File: config.mk
export PLATFORM = sky130hd
export DESIGN_NAME = sdcard_spi_master
export DESIGN_NICKNAME = d
export VERILOG_FILES = /design/src/rtl/sdcard_spi_master.sv
export SDC_FILE = /design/constraint.sdc
export NUM_CORES = 1
export LEC_CHECK = 0
export CORE_UTILIZATION = 40
export DETAILED_ROUTE_END_ITERATION = 8
export PLACE_DENSITY_LB_ADDON = 0.15
export SLEW_MARGIN = 5
export SYNTH_ARGS = -nofsm -noshare
export SYNTH_HDL_FRONTEND = slang
export SYNTH_SLANG_ARGS = --single-unit
File: constraint.sdc
create_clock -name clk -period 5.2 [get_ports clk]
set_clock_uncertainty 0.05 [all_clocks]
set_input_delay 1.3 -clock clk [delete_from_list [all_inputs] [get_ports clk]]
set_output_delay 1.3 -clock clk [all_outputs]
set_load 0.01 [all_outputs]
File: src/rtl/sdcard_spi_master.sv
// Byte-wide SPI mode-0 (CPOL=0, CPHA=0) master for the SD card slot, register-mapped on the CPU peripheral bus.
// Latency: a byte transfer takes 16*(DIV+1) clk cycles from the DATA write to DONE; register reads are combinational.
// Backpressure: none; a DATA write while BUSY is dropped and sets sticky OVR. Optional SDCARD_SPI_CS_EN adds sdcard_cs via STAT bit7.
module sdcard_spi_master #(
    parameter logic [7:0] DIV_RESET = 8'd63
) (
    input  logic        clk,
    input  logic        rst,
    output logic [31:0] data_out,
    input  logic [31:0] data_in,
    input  logic [1:0]  addr,
    input  logic        cs,
    input  logic        oe,
    input  logic [3:0]  wstrb,
    output logic        sdcard_sck,
    output logic        sdcard_mosi,
    input  logic        sdcard_miso
`ifdef SDCARD_SPI_CS_EN
    ,
    output logic        sdcard_cs
`endif
);

    localparam logic [1:0] ST_IDLE = 2'd0;
    localparam logic [1:0] ST_LOW  = 2'd1;
    localparam logic [1:0] ST_HIGH = 2'd2;

    logic [1:0] state;
    logic [7:0] hcnt;
    logic [2:0] bcnt;
    logic [7:0] tx_sh;
    logic [7:0] rx_sh;
    logic [7:0] rx_data;
    logic [7:0] div;
    logic       done;
    logic       ovr;
    logic       busy;
    logic       csn_bit;

    logic wr_data, wr_stat, wr_div, rd_data, done_set;
    logic unused_bits;

    assign unused_bits = ^{data_in[31:8], wstrb[3:1]};

    assign wr_data  = cs && wstrb[0] && (addr == 2'd0);
    assign wr_stat  = cs && wstrb[0] && (addr == 2'd1);
    assign wr_div   = cs && wstrb[0] && (addr == 2'd2);
    assign rd_data  = cs && oe && (addr == 2'd0);
    assign busy     = (state != ST_IDLE);
    // Last falling SCK edge of the byte: this is where rx_data is latched and DONE rises.
    assign done_set = (state == ST_HIGH) && (hcnt == 8'd0) && (bcnt == 3'd0);

    // Shift engine: half-period counter paces SCK, bit counter walks MSB-first through the byte.
    always_ff @(posedge clk) begin
        if (rst) begin
            state       <= ST_IDLE;
            hcnt        <= 8'd0;
            bcnt        <= 3'd0;
            tx_sh       <= 8'd0;
            rx_sh       <= 8'd0;
            rx_data     <= 8'd0;
            sdcard_sck  <= 1'b0;
            sdcard_mosi <= 1'b1;
        end else begin
            case (state)
                ST_IDLE: begin
                    if (wr_data) begin
                        tx_sh       <= data_in[7:0];
                        sdcard_mosi <= data_in[7];
                        bcnt        <= 3'd7;
                        hcnt        <= div;
                        state       <= ST_LOW;
                    end
                end
                ST_LOW: begin
                    if (hcnt != 8'd0) begin
                        hcnt <= hcnt - 8'd1;
                    end else begin
                        sdcard_sck <= 1'b1;
                        rx_sh      <= {rx_sh[6:0], sdcard_miso};
                        hcnt       <= div;
                        state      <= ST_HIGH;
                    end
                end
                ST_HIGH: begin
                    if (hcnt != 8'd0) begin
                        hcnt <= hcnt - 8'd1;
                    end else begin
                        sdcard_sck <= 1'b0;
                        if (bcnt == 3'd0) begin
                            rx_data     <= rx_sh;
                            sdcard_mosi <= 1'b1;
                            state       <= ST_IDLE;
                        end else begin
                            sdcard_mosi <= tx_sh[6];
                            tx_sh       <= {tx_sh[6:0], 1'b0};
                            bcnt        <= bcnt - 3'd1;
                            hcnt        <= div;
                            state       <= ST_LOW;
                        end
                    end
                end
                default: state <= ST_IDLE;
            endcase
        end
    end

    // Status and config: DONE set beats the clearing DATA read; OVR is sticky until software clears it.
    always_ff @(posedge clk) begin
        if (rst) begin
            done    <= 1'b0;
            ovr     <= 1'b0;
            div     <= DIV_RESET;
            csn_bit <= 1'b1;
        end else begin
            if (done_set) begin
                done <= 1'b1;
            end else if (rd_data) begin
                done <= 1'b0;
            end
            if (wr_data && busy) begin
                ovr <= 1'b1;
            end else if (wr_stat && data_in[2]) begin
                ovr <= 1'b0;
            end
            if (wr_div) begin
                div <= data_in[7:0];
            end
            if (wr_stat) begin
                csn_bit <= data_in[7];
            end
        end
    end

`ifdef SDCARD_SPI_CS_EN
    assign sdcard_cs = csn_bit;
    logic stat_b7;
    assign stat_b7 = csn_bit;
`else
    logic stat_b7;
    logic unused_csn;
    assign stat_b7    = 1'b0;
    assign unused_csn = csn_bit;
`endif

    // Read mux: combinational, forced to zero unless the block is selected for reading.
    always_comb begin
        data_out = 32'd0;
        if (cs && oe && !rst) begin
            case (addr)
                2'd0:    data_out = {24'd0, rx_data};
                2'd1:    data_out = {24'd0, stat_b7, 4'd0, ovr, done, busy};
                2'd2:    data_out = {24'd0, div};
                default: data_out = 32'd0;
            endcase
        end
    end

endmodule
==> run_results.csv, run 1 <==
group,metric,value,unit
status,status,"finished clean",
synth,synthAdderAreaFrac,3.62,%
drt,drt_first_pass_iters,4,
critical_path,startpoint_type,"input port",
synth,synth_area,0.00277,mm^2
power,leakage,0.00115,uW
clock_network,clockBufferDepth,2,
timing,setup_viol,0,
critical_path,crit_slowest_cell,"clkdlybuf4s50_1",
floorplan,die_w,85.1,um
synth,avgSynthCellArea,8.64,um^2
drt,drc,0,
drt,first_iter_violations,117,
floorplan,die_y,85.1,um
drt,vias_per_cell,5.47,
power,vdd_drop_max,0.000210,V
min_path,hp-class,"reg2reg",
finish,nNetsFinal,388,
synth,synth-seq-cells,48,
timing,worst_pin_slew,798,ps
clock_network,cts_inserted_buffers,5,
synth,synth_compound_area_share,22.3,%
finish,layout_common_cells,"dfxtp_1 (48), a21oi_1 (30), mux2i_1 (27), nor2_1 (27), nand2_1 (25)",
synth,yosysSeqAreaShare,34.8,%
synth,synth_cell_types,52,
clock_network,ctsResizeCount,0,
synth,synthSimpleGateAreaFrac,17.1,%
grt,grt_pass1_vias,2098,
finish,area_delta_synth_final,9.64,%
drt,antenna_left,0,
timing,hold_violations,0,
finish,finalInstanceArea,0.00303,mm^2
synth,ys_top_cells_by_area,"dfxtp_1 (35%), mux2i_1 (9.8%), buf_4 (6.8%), a21oi_1 (5.4%), nor2_1 (3.7%)",
clock_network,cts_hold_buf,0,
clock_network,cts_sinks,48,
critical_path,critPathKind,"in2out",
grt,grt_use_total,18.0,%
finish,layout_commonest_cell,"dfxtp_1",
clock_network,cts_setup_buffers,0,
critical_path,critPathRequiredTime,3850,ps
timing,grt_setup_unrepaired,"no",
critical_path,worstPathCellList,"clkdlybuf4s50_1 > mux2i_1 > nor2_1 > a21oi_1 > nor2_1 > clkdlybuf4s50_1",
clock_network,clockRootBuffer,"clkbuf_8",
critical_path,cp-end-kind,"output port",
critical_path,crit_path_max_incr_delay,860,ps
synth,synth_top_area_cell,"dfxtp_1",
grt,grt.overflow.total,0,
critical_path,path_max_fanout,11,
clock_network,cts_tree,"done",
floorplan,fp-row-count,29,
floorplan,design.die.area,0.00725,mm^2
finish,insertedDiodeCount,0,
synth,synth_warnings,0,
synth,synthXorXnorAreaFrac,0,%
synth,syn_inst,320,
clock_network,clk_pin_slew_worst_paths,90,ps
synth,synth.area.mux_share,9.77,%
power,power.density,473,mW/mm^2
grt,antenna_found_initial,0,
drt,vias,2268,
critical_path,cp.arrival,3130,ps
grt,grt_pass1_wl,10.2,mm
timing,slew_headroom,46.6,%
place,dp_hpwl,4.55,mm
synth,ys.flop_type,"dfxtp_1",
synth,synth_edf_count,0,
clock_network,htree_levels,2,
floorplan,io_pins,77,
timing,drv_slew,0,
place,portBuffers,25,
floorplan,core,0.00649,mm^2
place,gp_congestion,0.836,
grt,grt_max_degree,37,
timing,setup_tns,0,ps
finish,fillers,650,
synth,ys_async_sr_fraction,0,%
job,drv_cap,0,
synth,synth_top_family_by_area,"compound AO/OA/AOI/OAI gates",
drt,routed_wl,6.22,mm
place,place_area,0.00294,mm^2
floorplan,start_util,42.6,%
drt,avgRoutedWirePerCell,15.0,um
timing,fmax,0.223,GHz
power,p_total,1430,uW
synth,netlist.area_leader.share,34.8,%
clock_network,clock_latency,300,ps
timing,period_needed,4480,ps
timing,timing.final.crit_share,86.2,%
finish,drive_above_1_share,7.69,%
## flip-flops by register name, summed over array words and instances (netlist names)
name and cells:
div 8, hcnt 8, rx_data 8, rx_sh 8, tx_sh 7, bcnt 3
state 2, done 1, ovr 1, sdcard_mosi 1, sdcard_sck 1
## cell families (layout without fill, tap and decap cells)
group	after synthesis	after routing
buf+inv	57	52
other cells	1	24
flops	48	48
compound gates	86	86
fa+ha+maj	8	8
simple gates	93	93
mux	27	27
## worst max-delay path, delay by kind of cell
family | cells | cell delay [ps]
buffers and inverters | 2 | 1330
muxes | 1 | 250
AOI/OAI and AO/OA | 1 | 140
and+or+nand+nor | 2 | 110
## routing by layer
layer,vias to the layer above,track usage [%],share of wire [%]
met5,-,0,0
met4,0,5.86,1.4
met3,4,3.60,3.7
met2,59,28.4,45
met1,1068,24.6,50
li1,1137,-,-
## where the power goes
part | switching, uW | internal (uW)
Clock | 136 | 96.7
Sequential | 71.1 | 443
Combinational | 412 | 275
Total | 619 | 815
## cell usage after synthesis (all sizes together) (2+ instances only)
cell type and n:
a211o 8, a211oi 7, a21oi 31, a311oi 7, buf 29, clkbuf 12
dfxtp 48, ha 8, inv 15, mux2i 27, nand2 25, nand2b 6
nand3 5, nor2 27, nor2b 8, nor3 4, nor4 4, o2111ai 2
o211ai 2, o21ai 8, o21bai 2, o31ai 3, o32ai 6, or2 2
or3 4
## stage by stage
stage	instances	setup WS [ps]	util, %	hold WS (ps)
3_3_place_gp	407	685	45.3	395
6_report	415	720	46.7	408
2_1_floorplan	343	1500	-	382
3_5_place_dp	407	738	45.3	396
4_1_cts	415	729	46.7	408
5_1_grt	415	590	46.7	428
## layout make-up
type                       count  area [um^2]  share of cell area, %
sequential                    48          961                   31.7
inverter                      15         56.3                   1.86
timing repair buffer          29          275                   9.08
clock buffer                   5         68.8                   2.27
clock inverter                 3         22.5                  0.743
multi-input combinational    238         1550                   51.2
tap                           77         96.3                   3.18
## worst paths after layout
kind | start | to | slack [ps] | cells after the start
max | addr[1] | data_out[2] | 720 | 6
min | rx_data[0]$_SDFFE_PP0P_ | rx_data[0]$_SDFFE_PP0P_ | 410 | 2
max reg2reg | hcnt[0]$_SDFFE_PP0P_ | hcnt[2]$_SDFFE_PP0P_ | 2520 | 6
min reg2reg | rx_data[0]$_SDFFE_PP0P_ | rx_data[0]$_SDFFE_PP0P_ | 410 | 2
(Power assumes the default switching activity.)
==> inputs of run 2 (changes only) <==
==> constraint.sdc (replaced) <==
create_clock -name clk -period 5.4 [get_ports clk]
set_clock_uncertainty 0.05 [all_clocks]
set_input_delay 1.35 -clock clk [delete_from_list [all_inputs] [get_ports clk]]
set_output_delay 1.35 -clock clk [all_outputs]
set_load 0.01 [all_outputs]
==> run_results.csv, run 2 (synthesis results as in run 1) <==
group,metric,value,unit
min_path,hp-class,"reg2reg",
drt,vias_per_cell,5.52,
floorplan,start_util,42.6,%
timing,fmax,0.220,GHz
critical_path,critPathRequiredTime,4000,ps
timing,hold_violations,0,
critical_path,crit_path_max_incr_delay,550,ps
finish,drive_above_1_share,7.69,%
critical_path,cp.arrival,3140,ps
clock_network,clockBufferDepth,2,
clock_network,clockRootBuffer,"clkbuf_8",
power,power.density,473,mW/mm^2
timing,timing.hold.ws,408,ps
timing,period_needed,4540,ps
grt,grt_use_total,19.3,%
drt,drc,0,
timing,drv_slew,0,
grt,grt_pass1_vias,2148,
clock_network,cts_tree,"done",
drt,first_iter_violations,130,
critical_path,worstPathCellList,"clkdlybuf4s50_1 > or3_1 > nor2_1 > clkdlybuf4s50_1",
finish,nNetsFinal,388,
drt,drt_first_pass_iters,4,
drt,avgRoutedWirePerCell,15.4,um
drt,antenna_left,0,
place,gp_congestion,0.849,
clock_network,clock_latency,310,ps
floorplan,die_w,85.1,um
timing,setup_tns,0,ps
finish,layout_common_cells,"dfxtp_1 (48), a21oi_1 (30), mux2i_1 (27), nor2_1 (27), nand2_1 (25)",
clock_network,cts_setup_buffers,0,
drt,vias,2290,
job,drv_cap,0,
status,status,"finished clean",
finish,insertedDiodeCount,0,
power,leakage,0.00116,uW
clock_network,htree_levels,2,
clock_network,clk_pin_slew_worst_paths,100,ps
timing,timing.final.crit_share,84.0,%
clock_network,cts_inserted_buffers,5,
floorplan,core,0.00649,mm^2
drt,routed_wl,6.40,mm
timing,slew_headroom,44.7,%
floorplan,design.die.area,0.00725,mm^2
timing,setup_viol,0,
floorplan,fp-row-count,29,
grt,grt.overflow.total,0,
grt,antenna_found_initial,0,
clock_network,ctsResizeCount,0,
floorplan,io_pins,77,
critical_path,startpoint_type,"input port",
power,vdd_drop_max,0.000199,V
grt,grt_max_degree,37,
finish,area_delta_synth_final,10.6,%
clock_network,cts_sinks,48,
critical_path,crit_slowest_cell,"clkdlybuf4s50_1",
power,p_total,1450,uW
clock_network,cts_hold_buf,0,
timing,grt_setup_unrepaired,"no",
place,dp_hpwl,4.57,mm
timing,worst_pin_slew,822,ps
finish,layout_commonest_cell,"dfxtp_1",
critical_path,cp-end-kind,"output port",
critical_path,critPathKind,"in2out",
floorplan,die_y,85.1,um
critical_path,crit_top_cell,"clkdlybuf4s50_1",
grt,grt_pass1_wl,11.0,mm
critical_path,path_max_fanout,10,
place,portBuffers,25,
==> run 2: power breakdown <==
part           internal (uW)  switching, uW
sequential               426           67.9
clock                    143            143
combinational            266            401
total                    836            612
==> run 2: worst paths after layout <==
kind	slack (ps)	start	end	depth (start not counted)
max reg2reg	2560	hcnt[0]$_SDFFE_PP0P_	hcnt[2]$_SDFFE_PP0P_	6
min reg2reg	410	rx_data[2]$_SDFFE_PP0P_	rx_data[2]$_SDFFE_PP0P_	2
min	410	rx_data[2]$_SDFFE_PP0P_	rx_data[2]$_SDFFE_PP0P_	2
max	860	addr[0]	data_out[7]	4
==> run 2: per-layer routing <==
metal / up-vias / track usage, % / routed length [um]
met2: 56 / 30.8 / 3000
met3: 2 / 3.70 / 291
met4: 0 / 4.62 / 30
met5: - / 0 / 0
li1: 1136 / - / -
met1: 1096 / 26.8 / 3080
==> run 2: final cells by class <==
class	instances	area (um^2)
clock buffer	5	68.8
clock inverter	3	50.0
fill	668	3440
inverter	15	56.3
multi-input combinational	238	1550
sequential	48	961
tap	77	96.3
timing repair buffer	29	275
==> run 2: per-stage QoR <==
stage	cells	instance area (um^2)	setup WS, ps	utilization (%)
global placement	407	2940	848	45.3
global route	415	3060	784	47.1
detailed placement	407	2940	868	45.3
CTS	415	3060	852	47.1
finish	415	3060	862	47.1
floorplan	343	2850	1600	-
==> run 2: worst max-delay path, delay by kind of cell <==
kind | cells | cell delay, ps
AND/OR/NAND/NOR | 2 | 680
buffers and inverters | 2 | 1100
